==> src/rtl/systolic_feeder.sv <==
// Feeder for a 4x4 systolic array: buffers A columns and B rows over four load beats,
// then streams them skewed onto the west/north edges for ten cycles and waits for arr_done.
module systolic_feeder #(
  parameter int WIDTH = 32
) (
  input  logic               clk,
  input  logic               rst,
  input  logic               in_valid,
  output logic               in_ready,
  input  logic [4*WIDTH-1:0] a_col,
  input  logic [4*WIDTH-1:0] b_row,
  input  logic               arr_done,
  output logic [WIDTH-1:0]   west0,
  output logic [WIDTH-1:0]   west1,
  output logic [WIDTH-1:0]   west2,
  output logic [WIDTH-1:0]   west3,
  output logic [WIDTH-1:0]   north0,
  output logic [WIDTH-1:0]   north1,
  output logic [WIDTH-1:0]   north2,
  output logic [WIDTH-1:0]   north3,
  output logic               cs,
  output logic               acc_clr,
  output logic               busy,
  output logic               mat_done
);

  localparam int N = 4;

  typedef enum logic [2:0] {
    S_IDLE,
    S_LOAD,
    S_CLEAR,
    S_STREAM,
    S_WAIT
  } state_e;

  state_e     state_q, state_d;
  logic [3:0] t_q, t_d;
  logic [1:0] beat_q, beat_d;
  logic       accept;

  logic [WIDTH-1:0] a_q [N][N];
  logic [WIDTH-1:0] b_q [N][N];

  logic             in_ready_q, in_ready_d;
  logic             cs_q, cs_d;
  logic             acc_clr_q, acc_clr_d;
  logic             busy_q, busy_d;
  logic             mat_done_q, mat_done_d;
  logic [WIDTH-1:0] west_q [N];
  logic [WIDTH-1:0] west_d [N];
  logic [WIDTH-1:0] north_q [N];
  logic [WIDTH-1:0] north_d [N];

  assign accept = in_valid && in_ready_q;

  always_comb begin
    state_d    = state_q;
    t_d        = t_q;
    beat_d     = beat_q;
    mat_done_d = 1'b0;
    case (state_q)
      S_IDLE: begin
        if (accept) begin
          state_d = S_LOAD;
          beat_d  = 2'd1;
        end
      end
      S_LOAD: begin
        if (accept) begin
          if (beat_q == 2'd3) begin
            state_d = S_CLEAR;
            beat_d  = 2'd0;
          end else begin
            beat_d = beat_q + 2'd1;
          end
        end
      end
      S_CLEAR: begin
        state_d = S_STREAM;
        t_d     = 4'd0;
      end
      S_STREAM: begin
        if (t_q == 4'd9) begin
          state_d = S_WAIT;
          t_d     = 4'd0;
        end else begin
          t_d = t_q + 4'd1;
        end
      end
      S_WAIT: begin
        if (arr_done) begin
          state_d    = S_IDLE;
          mat_done_d = 1'b1;
        end
      end
      default: state_d = S_IDLE;
    endcase
  end

  // Outputs are registered from the next state, so they line up with the state they describe;
  // busy covers the mat_done cycle even though that cycle is already IDLE.
  always_comb begin
    in_ready_d = (state_d == S_IDLE) || (state_d == S_LOAD);
    cs_d       = (state_d == S_STREAM);
    acc_clr_d  = (state_d == S_CLEAR);
    busy_d     = (state_d != S_IDLE) || mat_done_d;
  end

  always_comb begin
    for (int unsigned i = 0; i < N; i++) begin
      west_d[i]  = '0;
      north_d[i] = '0;
      if ((state_d == S_STREAM) && (t_d >= 4'(i)) && ((t_d - 4'(i)) <= 4'd3)) begin
        west_d[i]  = a_q[2'(i)][2'(t_d - 4'(i))];
        north_d[i] = b_q[2'(t_d - 4'(i))][2'(i)];
      end
    end
  end

  always_ff @(posedge clk) begin
    if (rst) begin
      state_q    <= S_IDLE;
      t_q        <= '0;
      beat_q     <= '0;
      in_ready_q <= 1'b1;
      cs_q       <= 1'b0;
      acc_clr_q  <= 1'b0;
      busy_q     <= 1'b0;
      mat_done_q <= 1'b0;
      for (int unsigned i = 0; i < N; i++) begin
        west_q[i]  <= '0;
        north_q[i] <= '0;
      end
    end else begin
      state_q    <= state_d;
      t_q        <= t_d;
      beat_q     <= beat_d;
      in_ready_q <= in_ready_d;
      cs_q       <= cs_d;
      acc_clr_q  <= acc_clr_d;
      busy_q     <= busy_d;
      mat_done_q <= mat_done_d;
      for (int unsigned i = 0; i < N; i++) begin
        west_q[i]  <= west_d[i];
        north_q[i] <= north_d[i];
      end
    end
  end

  always_ff @(posedge clk) begin
    if (!rst && accept) begin
      for (int unsigned i = 0; i < N; i++) begin
        a_q[2'(i)][beat_q] <= a_col[i*WIDTH +: WIDTH];
        b_q[beat_q][2'(i)] <= b_row[i*WIDTH +: WIDTH];
      end
    end
  end

  assign in_ready = in_ready_q;
  assign cs       = cs_q;
  assign acc_clr  = acc_clr_q;
  assign busy     = busy_q;
  assign mat_done = mat_done_q;
  assign west0    = west_q[0];
  assign west1    = west_q[1];
  assign west2    = west_q[2];
  assign west3    = west_q[3];
  assign north0   = north_q[0];
  assign north1   = north_q[1];
  assign north2   = north_q[2];
  assign north3   = north_q[3];

endmodule

==> config.mk <==
export PLATFORM = sky130hd
export DESIGN_NAME = systolic_feeder
export DESIGN_NICKNAME = d
export VERILOG_FILES = /design/src/rtl/systolic_feeder.sv
export SDC_FILE = /design/constraint.sdc
export NUM_CORES = 1
export LEC_CHECK = 0
export CAP_MARGIN = 40
export CORE_ASPECT_RATIO = 1.4
export CORE_MARGIN = 2
export CORE_UTILIZATION = 53
export CTS_CLUSTER_SIZE = 20
export DETAILED_ROUTE_END_ITERATION = 10
export MAX_ROUTING_LAYER = met4
export PLACE_DENSITY = 0.76
export SLEW_MARGIN = 20
export SYNTH_ARGS = -nofsm -noshare
export SYNTH_HDL_FRONTEND = slang
export SYNTH_SLANG_ARGS = --single-unit
==> constraint.sdc <==
create_clock -name clk -period 14.8 [get_ports clk]
set_clock_uncertainty 0.15 [all_clocks]
set_input_delay 4.44 -clock clk [delete_from_list [all_inputs] [get_ports clk]]
set_output_delay 4.44 -clock clk [all_outputs]
set_load 0.02 [all_outputs]
==> run summary <==
### Run status
• result of the run: finished, final reports clean

### Yosys
• Compound-Gate Fraction of Synth Area: 1.07%
• flip-flop and latch count after synthesis: 1294
• main combinational cell family by area after synthesis: multiplexers
• count of different cell masters after synthesis: 55
• largest area contributor in the netlist: edfxtp_1
• post-synthesis simple-gate area fraction: 4.32%
• sequential area share after synthesis: 79.9%
• post-synthesis instance area: 45200 sq um
• top cells by area, synth: edfxtp_1, mux4_2, dfxtp_1, nor3b_1, nor2b_1
• Post-synth EDFFs: 1024
• share of synthesized cell area in full adder, half adder and majority cells: 0.332%
• total nets after synthesis: 2353
• share of the synthesized area in the top cell type: 68.0%
• Cells after Synth: 2081
• Warnings, synthesis: 0
• most frequently used flop master after synthesis: edfxtp_1
• cell with the most instances after synthesis: edfxtp_1
• fraction of registers with async set/reset: 0%
• per-instance average area after synthesis: 21.7 sq um
• proportion of synthesized area in mux cells: 12.8%
• XOR/XNOR share of the synthesized area: 0.0609%
• top cell types by occurrence after synthesis: edfxtp_1, dfxtp_1, mux4_2

### Floorplan
• number of ports placed on the die boundary: 521
• core region area: 84500 sq um
• height of the die: 350 um
• Die X: 251 um
• floorplan die area: 87700 sq um
• Std-Cell Rows: 126
• starting utilization of the core area: 53.5%

### Critical path
• setup slack, reg-to-reg: 10.11 ns
• crit path kind: primary input to flip-flop
• max incr delay on CP: 0.69 ns
• Crit Reg-Reg Startpoint: t_q[1]
• endpoint of the most critical register-to-register path: west_q[1][15]
• data arrival time of the worst path: 7.30 ns
• type of element launching the critical path: primary input
• cells along the critical path: clkdlybuf4s50_1 > nor2_1 > and2_4 > buf_12 > buf_16
• data required time of the critical path: 14.95 ns
• highest fanout seen on the critical path: 100
• worst reg-to-reg path cell count: 12
• kind of cell adding the most delay to the critical path: buffers and inverters
• endpoint class of the critical path: flip-flop
• master of the slowest instance on the critical path: and2_4
• number of buffers and inverters on the critical path: 3

### CTS
• number of clock sinks: 1294
• clock input transition at the sequential cells of the worst setup and hold paths: 0.06 ns
• largest buffer count on any clock path: 3
• Root Driver: clkbuf_16
• Setup Buffers After CTS: 0
• number of levels in the clock H-tree: 3
• hold_buf cts: 0
• number of gates resized after cts: 0
• clock latency at the later pin of the worst-skew pair: 0.68 ns
• number of CTS-inserted buffers: 113
• TritonCTS clock tree: yes

### Hold path
• hold wc startpoint: beat_q[1]
• Hold Path End: beat_q[1]
• type of the tightest min-delay check: flip-flop to flip-flop
• number of stages on the worst hold path: 2

### Finish
• fill cell count: 5341
• share of cells above drive strength 1: 18.2%
• multi-input combinational cell area: 8460 sq um
• number of nets in the layout: 2919
• footprint of the flip-flops and latches: 36200 sq um
• final cell utilization of the core: 66.2%
• area grow syn2layout: 23.6%

### STA
• highest clock rate: 140 MHz
• final critical-path share of the clock period: 48.4%
• max-slew violation count: 0
• setup repair after global routing missed its margin: no
• number of endpoints with negative hold slack in the final report: 0
• Final min period: 7.16 ns
• relative slew slack: 24.7%
• setup violation total in the final timing report: 0
• hold slack: 0.376 ns
• final total negative setup slack: 0 ns
• slew at the pin closest to its max-slew limit: 1.13 ns

### Place
• I/O Buffers: 520
• Placer Congestion: 0.757
• DP Wirelength: 60100 um

### Power and ir drop
• reported leakage power: 0.0178 uW
• total power per unit cell area: 128 nW/um^2
• IR Drop Worst-Case VDD: 136 uV
• sum of internal, switching and leakage power: 7180 uW

### Global route
• number of global-route vias before repair: 23.3k
• combined global-route utilization of all metal layers: 23.1%
• first-pass GRT wire length: 146000 um
• grt total ovfl: 0
• antenna violations before repair: 25
• maximum number of pins on one net before global-route repair: 154

### Drt
• total iterations of the first detailed-routing run: 5
• Total Routed Length: 98000 um
• average vias per placed instance: 5.69
• overall via count from detail_route: 22.0k
• number of antenna-violating nets in the routed design: 0
• number of DRC markers after the initial detailed-route iteration: 1495
• number of DRC violations after detailed routing: 0
• final routed wire length divided by cell count: 25.4 um

### Job
• number of maximum-capacitance constraint violations: 0

-- kinds of logic after synthesis --
| logic type | count (synthesis) |
|---|---|
| adders and majority gates | 12 |
| DFF | 1294 |
| and+or+nand+nor | 312 |
| xor gates and xnor gates | 1 |
| AOI/OAI and AO/OA | 84 |
| buffers and inverters | 121 |
| muxes | 257 |
-- power breakdown --
group | internal [uW] | total (uW) | switching, uW
Clock | 1750 | 3010 | 1260
Sequential | 3980 | 4000 | 13.8
Combinational | 89.0 | 171 | 82.3
Total | 5820 | 7180 | 1360
-- layer usage --
metal | routed length (um) | vias up | global-route usage (%)
li1 | - | 9524 | -
met2 | 49100 | 927 | 37.2
met4 | 2420 | 0 | 7.34
met1 | 36900 | 11400 | 28.5
met3 | 9600 | 132 | 6.86
met5 | 0 | - | -
-- sequential cells by signal, summed over array words and instances, names as in the netlist --
name	flops
west_q	128
beat_q	2
state_q	3
acc_clr	1
busy	1
a_q	512
b_q	512
mat_done	1
in_ready	1
north_q	128
cs	1
t_q	4
-- worst min-delay path, delay by kind of cell (launching register included) --
family / cells / cell delay (ns)
AND/OR/NAND/NOR: 1 / 0.08
flip-flops: 1 / 0.34
AO/OA/AOI/OAI: 1 / 0.05
-- layout by cell type, fill, tap and decap left out, types with 13 or more instances in the layout --
master and count:
a21oi_1 66, buf_12 13, buf_4 20, clkbuf_8 18, diode_2 27, nor2b_1 66
clkbuf_16 120, clkbuf_1 30, nand2_1 72, dfxtp_1 270, clkdlybuf4s50_1 520, nor3b_1 128
clkinv_2 17, edfxtp_1 1024, mux4_2 256
-- worst max-delay path by stage --
stage / end / start / depth (start not counted) / slack [ns]
after floorplan: a_q[0][0] / rst / 3 / 3.35
after global routing: b_q[2][108] / rst / 5 / 7.50
after CTS: b_q[2][108] / rst / 4 / 7.84
after global placement: b_q[3][107] / rst / 4 / 6.83
after detailed placement: a_q[0][46] / rst / 4 / 7.11
final: b_q[2][29] / rst / 5 / 7.64
-- per-stage QoR --
| step | setup slack [ns] | area (sq um) | std cells |
|---|---|---|---|
| after floorplan | 3.35 | 45200 | 2081 |
| after global placement | 6.83 | 51400 | 3599 |
| after detailed placement | 7.11 | 51800 | 3613 |
| after CTS | 7.84 | 55700 | 3827 |
| after global routing | 7.50 | 55900 | 3859 |
| final | 7.64 | 55900 | 3861 |
-- layout make-up --
class,count,share of cell area (%)
Clock inverter,46,0.947
Antenna cell,27,0.121
Inverter,7,0.0604
Timing Repair Buffer,565,10.6
Clock buffer,168,6.02
Sequential cell,1294,64.7
Multi-Input combinational cell,666,15.1
Tap cell,1088,2.43
No activity file was read; power rests on OpenSTA's default activity.
